File: config.mk
export PLATFORM = sky130hd
export DESIGN_NAME = compactor_test_ctrl
export DESIGN_NICKNAME = d
export VERILOG_FILES = /design/src/rtl/compactor_test_ctrl.sv
export SDC_FILE = /design/constraint.sdc
export NUM_CORES = 1
export LEC_CHECK = 0
export ABC_CLOCK_PERIOD_IN_PS = 3400
export CAP_MARGIN = 20
export CORE_MARGIN = 2
export CORE_UTILIZATION = 48
export CTS_CLUSTER_SIZE = 28
export DETAILED_ROUTE_END_ITERATION = 10
export PLACE_DENSITY = 0.81
export SLEW_MARGIN = 20
export SYNTH_ARGS = -nofsm -noshare
export SYNTH_HDL_FRONTEND = slang
export SYNTH_SLANG_ARGS = --single-unit
File: constraint.sdc
create_clock -name clk -period 3.4 [get_ports clk]
set_clock_uncertainty 0.2 [all_clocks]
set_input_delay 0.68 -clock clk [delete_from_list [all_inputs] [get_ports clk]]
set_output_delay 0.68 -clock clk [all_outputs]
set_load 0.01 [all_outputs]
File: src/rtl/compactor_test_ctrl.sv
// compactor_test_ctrl: drives adder operands per pattern, checks masked compactor output, keeps fail stats and a MISR signature
module compactor_test_ctrl #(
    parameter int N      = 16,
    parameter int SETTLE = 2,
    parameter int PCNT_W = 8,
    parameter int FCNT_W = 8
) (
    input  logic              clk,
    input  logic              rst,
    input  logic              start,
    input  logic [PCNT_W-1:0] num_patterns,
    input  logic              pat_valid,
    output logic              pat_ready,
    input  logic [N-1:0]      pat_a,
    input  logic [N-1:0]      pat_b,
    input  logic              pat_ci,
    input  logic [5:0]        pat_exp,
    input  logic [5:0]        pat_mask,
    output logic [N-1:0]      adder_a,
    output logic [N-1:0]      adder_b,
    output logic              adder_ci,
    input  logic [5:0]        com_res,
    output logic              busy,
    output logic              done,
    output logic              pass,
    output logic [FCNT_W-1:0] fail_count,
    output logic              first_fail_valid,
    output logic [PCNT_W-1:0] first_fail_idx,
    output logic [5:0]        signature
);
    localparam logic [2:0] S_IDLE = 3'd0, S_APPLY = 3'd1, S_WAIT = 3'd2, S_CHECK = 3'd3, S_DONE = 3'd4;
    localparam int CW = SETTLE > 1 ? $clog2(SETTLE) : 1;

    logic [2:0]        state_q, state_d;
    logic [PCNT_W-1:0] np_q, np_d, idx_q, idx_d, ffi_q, ffi_d;
    logic [CW-1:0]     cnt_q, cnt_d;
    logic [5:0]        exp_q, exp_d, mask_q, mask_d, sig_q, sig_d, sig_upd;
    logic [N-1:0]      a_q, a_d, b_q, b_d;
    logic              ci_q, ci_d, ffv_q, ffv_d, pass_q, pass_d, mism;
    logic [FCNT_W-1:0] fc_q, fc_d, fc_inc;

    assign mism    = |((com_res ^ exp_q) & ~mask_q);
    assign fc_inc  = (mism && !(&fc_q)) ? fc_q + 1'b1 : fc_q;
    // Galois step of x^6+x+1: feedback of sig[5] lands on taps 0 and 1
    assign sig_upd = {sig_q[4:0], 1'b0} ^ {4'b0, sig_q[5], sig_q[5]} ^ (com_res & ~mask_q);

    always_comb begin
        state_d = state_q;
        np_d    = np_q;
        idx_d   = idx_q;
        ffi_d   = ffi_q;
        cnt_d   = cnt_q;
        exp_d   = exp_q;
        mask_d  = mask_q;
        sig_d   = sig_q;
        a_d     = a_q;
        b_d     = b_q;
        ci_d    = ci_q;
        ffv_d   = ffv_q;
        pass_d  = pass_q;
        fc_d    = fc_q;
        case (state_q)
            S_IDLE, S_DONE: if (start) begin
                np_d    = num_patterns;
                idx_d   = '0;
                fc_d    = '0;
                ffv_d   = 1'b0;
                ffi_d   = '0;
                sig_d   = '0;
                pass_d  = num_patterns == '0;
                state_d = (num_patterns == '0) ? S_DONE : S_APPLY;
            end
            S_APPLY: if (pat_valid) begin
                a_d     = pat_a;
                b_d     = pat_b;
                ci_d    = pat_ci;
                exp_d   = pat_exp;
                mask_d  = pat_mask;
                cnt_d   = CW'(SETTLE - 1);
                state_d = S_WAIT;
            end
            S_WAIT: begin
                cnt_d   = cnt_q - 1'b1;
                state_d = (cnt_q == '0) ? S_CHECK : S_WAIT;
            end
            S_CHECK: begin
                fc_d  = fc_inc;
                sig_d = sig_upd;
                if (mism && !ffv_q) begin
                    ffv_d = 1'b1;
                    ffi_d = idx_q;
                end
                if (idx_q == np_q - 1'b1) begin
                    state_d = S_DONE;
                    pass_d  = fc_inc == '0;
                end else begin
                    idx_d   = idx_q + 1'b1;
                    state_d = S_APPLY;
                end
            end
            default: state_d = S_IDLE;
        endcase
    end

    always_ff @(posedge clk or posedge rst) begin
        if (rst) begin
            state_q <= S_IDLE;
            np_q    <= '0;
            idx_q   <= '0;
            ffi_q   <= '0;
            cnt_q   <= '0;
            exp_q   <= '0;
            mask_q  <= '0;
            sig_q   <= '0;
            a_q     <= '0;
            b_q     <= '0;
            ci_q    <= 1'b0;
            ffv_q   <= 1'b0;
            pass_q  <= 1'b0;
            fc_q    <= '0;
        end else begin
            state_q <= state_d;
            np_q    <= np_d;
            idx_q   <= idx_d;
            ffi_q   <= ffi_d;
            cnt_q   <= cnt_d;
            exp_q   <= exp_d;
            mask_q  <= mask_d;
            sig_q   <= sig_d;
            a_q     <= a_d;
            b_q     <= b_d;
            ci_q    <= ci_d;
            ffv_q   <= ffv_d;
            pass_q  <= pass_d;
            fc_q    <= fc_d;
        end
    end

    assign pat_ready        = state_q == S_APPLY;
    assign busy             = state_q == S_APPLY || state_q == S_WAIT || state_q == S_CHECK;
    assign done             = state_q == S_DONE;
    assign pass             = pass_q;
    assign adder_a          = a_q;
    assign adder_b          = b_q;
    assign adder_ci         = ci_q;
    assign fail_count       = fc_q;
    assign first_fail_valid = ffv_q;
    assign first_fail_idx   = ffi_q;
    assign signature        = sig_q;
endmodule

==> results of run 1 <==
worst paths after layout:
path	start	end	cells past startpoint
max in group asynchronous	rst	fail_count[2]	3
worst min-delay path	first_fail_idx[1]	first_fail_idx[1]	2
min in group asynchronous	rst	adder_b[11]	3
worst max-delay path	com_res[1]	first_fail_idx[3]	7
worst max register to register	np_q[0]	state_q[0]	7
worst min register to register	first_fail_idx[1]	first_fail_idx[1]	2
tightest hold or removal path, stage by stage, from the launching register on:
cell and delay [ns]:
dfrtp_1 0.36, nand3_1 0.06, o21ai_0 0.06
per-layer routing:
layer	global-route usage, %	up-vias	wire length (um)
met2	34.5	130	4930
li1	-	1630	-
met5	0	-	0
met1	27.5	1709	4300
met3	7.30	10	855
met4	5.90	0	94
cells by family after synthesis:
kind of cell / Yosys count / share of synthesized area (%)
and+or+nand+nor: 125 / 15.3
xor gates and xnor gates: 23 / 4.70
DFF: 89 / 52.0
muxes: 54 / 13.9
AOI/OAI and AO/OA: 66 / 9.84
buffers and inverters: 34 / 3.44
adders and majority gates: 3 / 0.876
cells in the mapped netlist (2+ instances only):
library cell	number
or3_1	4
clkbuf_1	12
nor3_1	12
buf_6	2
or4_1	2
nor2b_1	6
ha_1	3
nor2_1	10
o22ai_1	4
nand2_1	46
and2_1	2
xnor2_1	21
o21ai_1	4
a22o_1	3
buf_2	4
xor2_1	2
nand2b_1	2
nand3_1	15
a21oi_2	2
nand4_1	3
o21ai_0	27
a31o_1	4
and3_1	8
nor4b_1	2
nor4_1	3
inv_1	15
a21oi_1	6
o31ai_1	3
mux2_2	45
dfrtp_1	89
o31a_1	2
a31oi_1	3
mux2i_1	9
per-stage QoR:
stage               total power, uW  area, um^2  util, %  hold slack [ns]  worst slack, ns
global placement               3880        5600     64.5            0.281            0.388
global route                   4940        5780     66.6            0.333            0.388
floorplan                      3060        4290        -            0.258            0.213
detailed placement             3960        5600     64.5            0.294            0.271
finish                         4630        5780     66.6            0.317            0.623
CTS                            4660        5780     66.6            0.308            0.641
state kept, by name, summed over array words and instances (netlist names), 3 cells and up:
register	cells
fail_count	8
first_fail_idx	8
signature	6
adder_a	16
adder_b	16
np_q	8
exp_q	6
mask_q	6
state_q	3
idx_q	8
power breakdown:
| part | total [uW] | switching (uW) | internal (uW) |
|---|---|---|---|
| clock | 693 | 409 | 284 |
| sequential | 1830 | 363 | 1470 |
| combinational | 2100 | 926 | 1180 |
cell type report:
cell class | instances | area share (%)
well taps | 108 | 2.34
clock inverters | 6 | 0.995
clock buffers | 10 | 2.21
repair buffers | 126 | 21.9
inverters | 15 | 0.995
multi-input cells | 271 | 33.1
flip-flops and latches | 89 | 38.5
==> impl_metrics.json, run 1 <==
{
  "wire_per_inst_um": 16.3,
  "grt_overflow_total": 0,
  "slew_headroom_pct": 54.3,
  "grt_max_degree": 90,
  "p_leak_uw": 0.00239,
  "tns_ns": 0,
  "cp.required_ns": 3.48,
  "path_clk_slew_ns": 0.09,
  "post_cts.repair.setup_buffers": 0,
  "synth_ff_type": "dfrtp_1",
  "irDropWorstVdd_v": 0.000488,
  "diodes": 0,
  "cp_max_fo": 17,
  "async_flop_share_pct": 100,
  "postCtsHoldBufs": 0,
  "start_kind": "input port",
  "setup_viol": 0,
  "maxSlewViolCount": 0,
  "die_height_um": 98.5,
  "finalHoldViolations": 0,
  "cp.arrival_ns": 2.86,
  "power_density_mw_per_mm2": 800,
  "fin_nets": 578,
  "fp.coreArea_mm2": 0.00868,
  "routed_wirelength_um": 10200,
  "rsz0062_at_grt": "false",
  "fmax_mhz": 360,
  "antenna_found_initial": 0,
  "crit_family": "simple AND/OR/NAND/NOR gates",
  "yosys.area.top_type": "dfrtp_1",
  "crit_type": "in -> reg",
  "dr.pass1.iters": 4,
  "worst_pin_slew_ns": 0.681,
  "seqCellArea_mm2": 0.00223,
  "crit_path_end_kind": "flip-flop",
  "row_count": 34,
  "max_stage_delay_ns": 0.60,
  "period_minus_slack_ns": 2.78,
  "path_cells": "clkdlybuf4s50_1 -> xnor2_1 -> o22ai_1 -> nor3_1 -> or3_1 -> nand3_1 -> o21ai_1",
  "clock_latency_ns": 0.36,
  "drive_above_1_share_pct": 14.3,
  "synthTopCellsByArea": "dfrtp_1 52%, mux2_2 12%, xnor2_1 4.3%",
  "ys_warn_count": 0,
  "synth.net_count": 460,
  "fin_crit_sh_pct": 81.7,
  "port-buffer-count": 122,
  "synthCells": 394,
  "grt_pass1_wl_um": 16800,
  "hpwlAfterDp_um": 7350,
  "layout_common_cells": "122 x clkdlybuf4s50_1, 89 x dfrtp_1, 46 x nand2_1",
  "netlist_area_mm2": 0.00429,
  "drc_errors": 0,
  "ys_ff_latch": 89,
  "nFillCells": 709,
  "cp_slowest_cell": "nor3_1",
  "status": "complete, no violations",
  "cts_buffers": 9,
  "cts_root_buf": "clkbuf_8",
  "gp_congestion": 0.850,
  "final_common_cell": "clkdlybuf4s50_1",
  "cts_tree": "done",
  "clockBufferDepth": 2,
  "die-area_mm2": 0.00970,
  "placed_cells": 609,
  "ys_seq_area_share_pct": 52.0,
  "vias_per_cell": 5.57,
  "path_buf_inv": 1,
  "synth_top_area_share_pct": 52.0,
  "reg2reg_slack_ns": 0.66,
  "ant_nets": 0,
  "first_global_vias": 3555,
  "dieWidth_um": 98.5,
  "syn_avg_cell_area_um2": 10.9,
  "start_util_pct": 49.4,
  "grt_use_total_pct": 21.3,
  "post_cts_resized": 0,
  "fin_cells": 625,
  "syn2layout_area_growth_pct": 34.9,
  "maxCapViolCount": 0,
  "synth-edff-count": 0,
  "multiInputGateArea_mm2": 0.00191,
  "drtIter0Drc": 111,
  "cts_htree_levels": 3,
  "synth_cell_type_count": 52,
  "hold_class": "reg -> reg",
  "boundaryPins": 123,
  "vias": 3479,
  "cts.sinks": 89
}
Power figures use the tool's default switching activity.
==> run 2: changes to the inputs <==
--- a/config.mk
+++ b/config.mk
@@ -5,13 +5,13 @@
 export SDC_FILE = /design/constraint.sdc
 export NUM_CORES = 1
 export LEC_CHECK = 0
-export ABC_CLOCK_PERIOD_IN_PS = 3400
+export ABC_CLOCK_PERIOD_IN_PS = 2300
 export CAP_MARGIN = 20
 export CORE_MARGIN = 2
-export CORE_UTILIZATION = 48
+export CORE_UTILIZATION = 43
 export CTS_CLUSTER_SIZE = 28
 export DETAILED_ROUTE_END_ITERATION = 10
-export PLACE_DENSITY = 0.81
+export PLACE_DENSITY = 0.76
 export SLEW_MARGIN = 20
 export SYNTH_ARGS = -nofsm -noshare
 export SYNTH_HDL_FRONTEND = slang
==> constraint.sdc (replaced) <==
create_clock -name clk -period 2.3 [get_ports clk]
set_clock_uncertainty 0.2 [all_clocks]
set_input_delay 0.46 -clock clk [delete_from_list [all_inputs] [get_ports clk]]
set_output_delay 0.46 -clock clk [all_outputs]
set_load 0.01 [all_outputs]
==> impl_metrics.json, run 2 (synthesized netlist as in run 1, its figures left out) <==
{
  "cp.required_ns": 2.36,
  "whs_path_depth": 1,
  "reg2reg_to": "pass",
  "clock_latency_ns": 0.37,
  "hold_class": "reg -> reg",
  "setup_ws_ns": -0.183,
  "finalHoldViolations": 0,
  "crit_type": "reg -> reg",
  "grt_max_degree": 39,
  "violations": "setup timing",
  "start_kind": "flip-flop",
  "fin_crit_sh_pct": 108,
  "boundaryPins": 123,
  "cts_root_buf": "clkbuf_8",
  "rsz0062_at_grt": "true",
  "hold_start": "adder_a[15]",
  "power_uw": 7750,
  "maxSlewViolCount": 0,
  "postCtsHoldBufs": 0,
  "maxCapViolCount": 0,
  "fin_cells": 690,
  "vias_per_cell": 5.23,
  "drtIter0Drc": 103,
  "p_leak_uw": 0.00267,
  "status": "finished, violations left",
  "grt_use_total_pct": 21.1,
  "die-area_mm2": 0.0108,
  "diodes": 0,
  "row_count": 36,
  "fp.coreArea_mm2": 0.00973,
  "holdPathEnd": "adder_a[15]",
  "final_common_cell": "clkdlybuf4s50_1",
  "grt_overflow_total": 0,
  "layout_common_cells": "119 x clkdlybuf4s50_1, 85 x dfrtp_1, 46 x nand2_1",
  "routed_wirelength_um": 11100,
  "period_minus_slack_ns": 2.48,
  "holdWs_ns": 0.312,
  "cts_tree": "done",
  "fin_nets": 618,
  "combPwrFrac_pct": 49.6,
  "start_util_pct": 44.1,
  "cp.arrival_ns": 2.54,
  "crit_path_end_kind": "flip-flop",
  "placed_cells": 670,
  "cts.sinks": 89,
  "hpwlAfterDp_um": 8110,
  "p_clk_share_pct": 16.2,
  "syn2layout_area_growth_pct": 48.0,
  "clockBufferDepth": 2,
  "setup_viol": 10,
  "cts_htree_levels": 3,
  "reg2reg_slack_ns": -0.18,
  "dp_slack_ns": -0.410,
  "wire_per_inst_um": 16.0,
  "dr.pass1.iters": 4,
  "gp_congestion": 0.877,
  "power_frac_seq_pct": 34.2,
  "power.share.switching_pct": 35.7,
  "antenna_found_initial": 0,
  "cp_max_fo": 4,
  "internal_power_uw": 4990,
  "grt_pass1_wl_um": 18400,
  "die_height_um": 104,
  "port-buffer-count": 122,
  "r2r_start": "np_q[3]",
  "dieWidth_um": 104,
  "drive_above_1_share_pct": 23.9,
  "power_density_mw_per_mm2": 1220,
  "ant_nets": 0,
  "irDropWorstVdd_v": 0.000833,
  "drc_errors": 0,
  "cts_buffers": 9,
  "vias": 3606,
  "first_global_vias": 3789,
  "path_clk_slew_ns": 0.09,
  "slew_headroom_pct": 71.0,
  "fmax_mhz": 403,
  "worst_pin_slew_ns": 0.431,
  "tns_ns": -1.12,
  "r2r_cells": 7,
  "switchingPower_uw": 2760
}
==> run 2: changes by cell type in the layout (fill, tap and decap cells not counted), sizes merged <==
cell           delta
bufinv            +2
clkinv            -1
clkdlybuf4s50     -3
buf              +39
inv               -2
dlygate4sd2       +1
clkinvlp          +1
o31a              +1
dlymetal6s2s      +2
==> run 2: worst max path at each step <==
stage                          start         end  slack (ns)  cells after the start
after CTS                    np_q[3]  state_q[0]       -0.14                      6
final                        np_q[3]        pass       -0.18                      7
after global placement    com_res[1]        pass       -0.36                      8
after detailed placement  com_res[4]        pass       -0.41                      7
after global routing         np_q[3]    idx_q[7]       -0.28                      7
after floorplan              np_q[5]    idx_q[7]       -0.07                      7
==> run 2: timing repair <==
action / in CTS / in global routing
resized for setup: 5 / 17
setup endpoints to repair: 13 / 20
pin swaps: 4 / 7
buffers inserted: 3 / 1
cloned: 1 / 0
endpoints found under the hold margin: 0 / 0
==> run 2: stage by stage <==
| stage | utilization, % | area [um^2] |
|---|---|---|
| 3_5_place_dp | 61.5 | 5990 |
| 4_1_cts | 64.3 | 6260 |
| 5_1_grt | 65.2 | 6340 |
| 6_report | 65.2 | 6340 |
| 2_1_floorplan | - | 4310 |
| 3_3_place_gp | 61.5 | 5990 |
==> run 2: routing by layer <==
| metal | GRT usage (%) | up-vias | part of all wire (%) |
|---|---|---|---|
| met1 | 25.2 | 1754 | 42 |
| met5 | 0 | - | 0 |
| met2 | 34.7 | 121 | 48 |
| met4 | 8.40 | 0 | 2.4 |
| met3 | 7.74 | 20 | 7.8 |
| li1 | - | 1711 | - |
==> run 2: critical path, cell delays in order (launching register included) <==
cell,delay [ns]
dfrtp_2,0.44
or4_4,0.55
o31a_1,0.29
o2111ai_4,0.21
buf_4,0.16
nor3_4,0.05
a211o_1,0.27
a31o_1,0.20
==> run 2: power by group through the flow <==
stage,Combinational [uW],Sequential (uW),Clock [uW]
floorplan,1780,2770,0
global placement,3530,2630,0
detailed placement,3620,2660,0
CTS,3710,2650,1290
global route,4180,2740,1350
finish,3840,2650,1250
==> run 2: cell type report <==
class | instances | area [um^2]
fill | 788 | 3390
sequential | 89 | 2230
multi-input combinational | 272 | 2030
timing repair buffer | 165 | 1620
tap | 133 | 166
clock buffer | 10 | 138
clock inverter | 6 | 97.6
inverter | 15 | 60.1
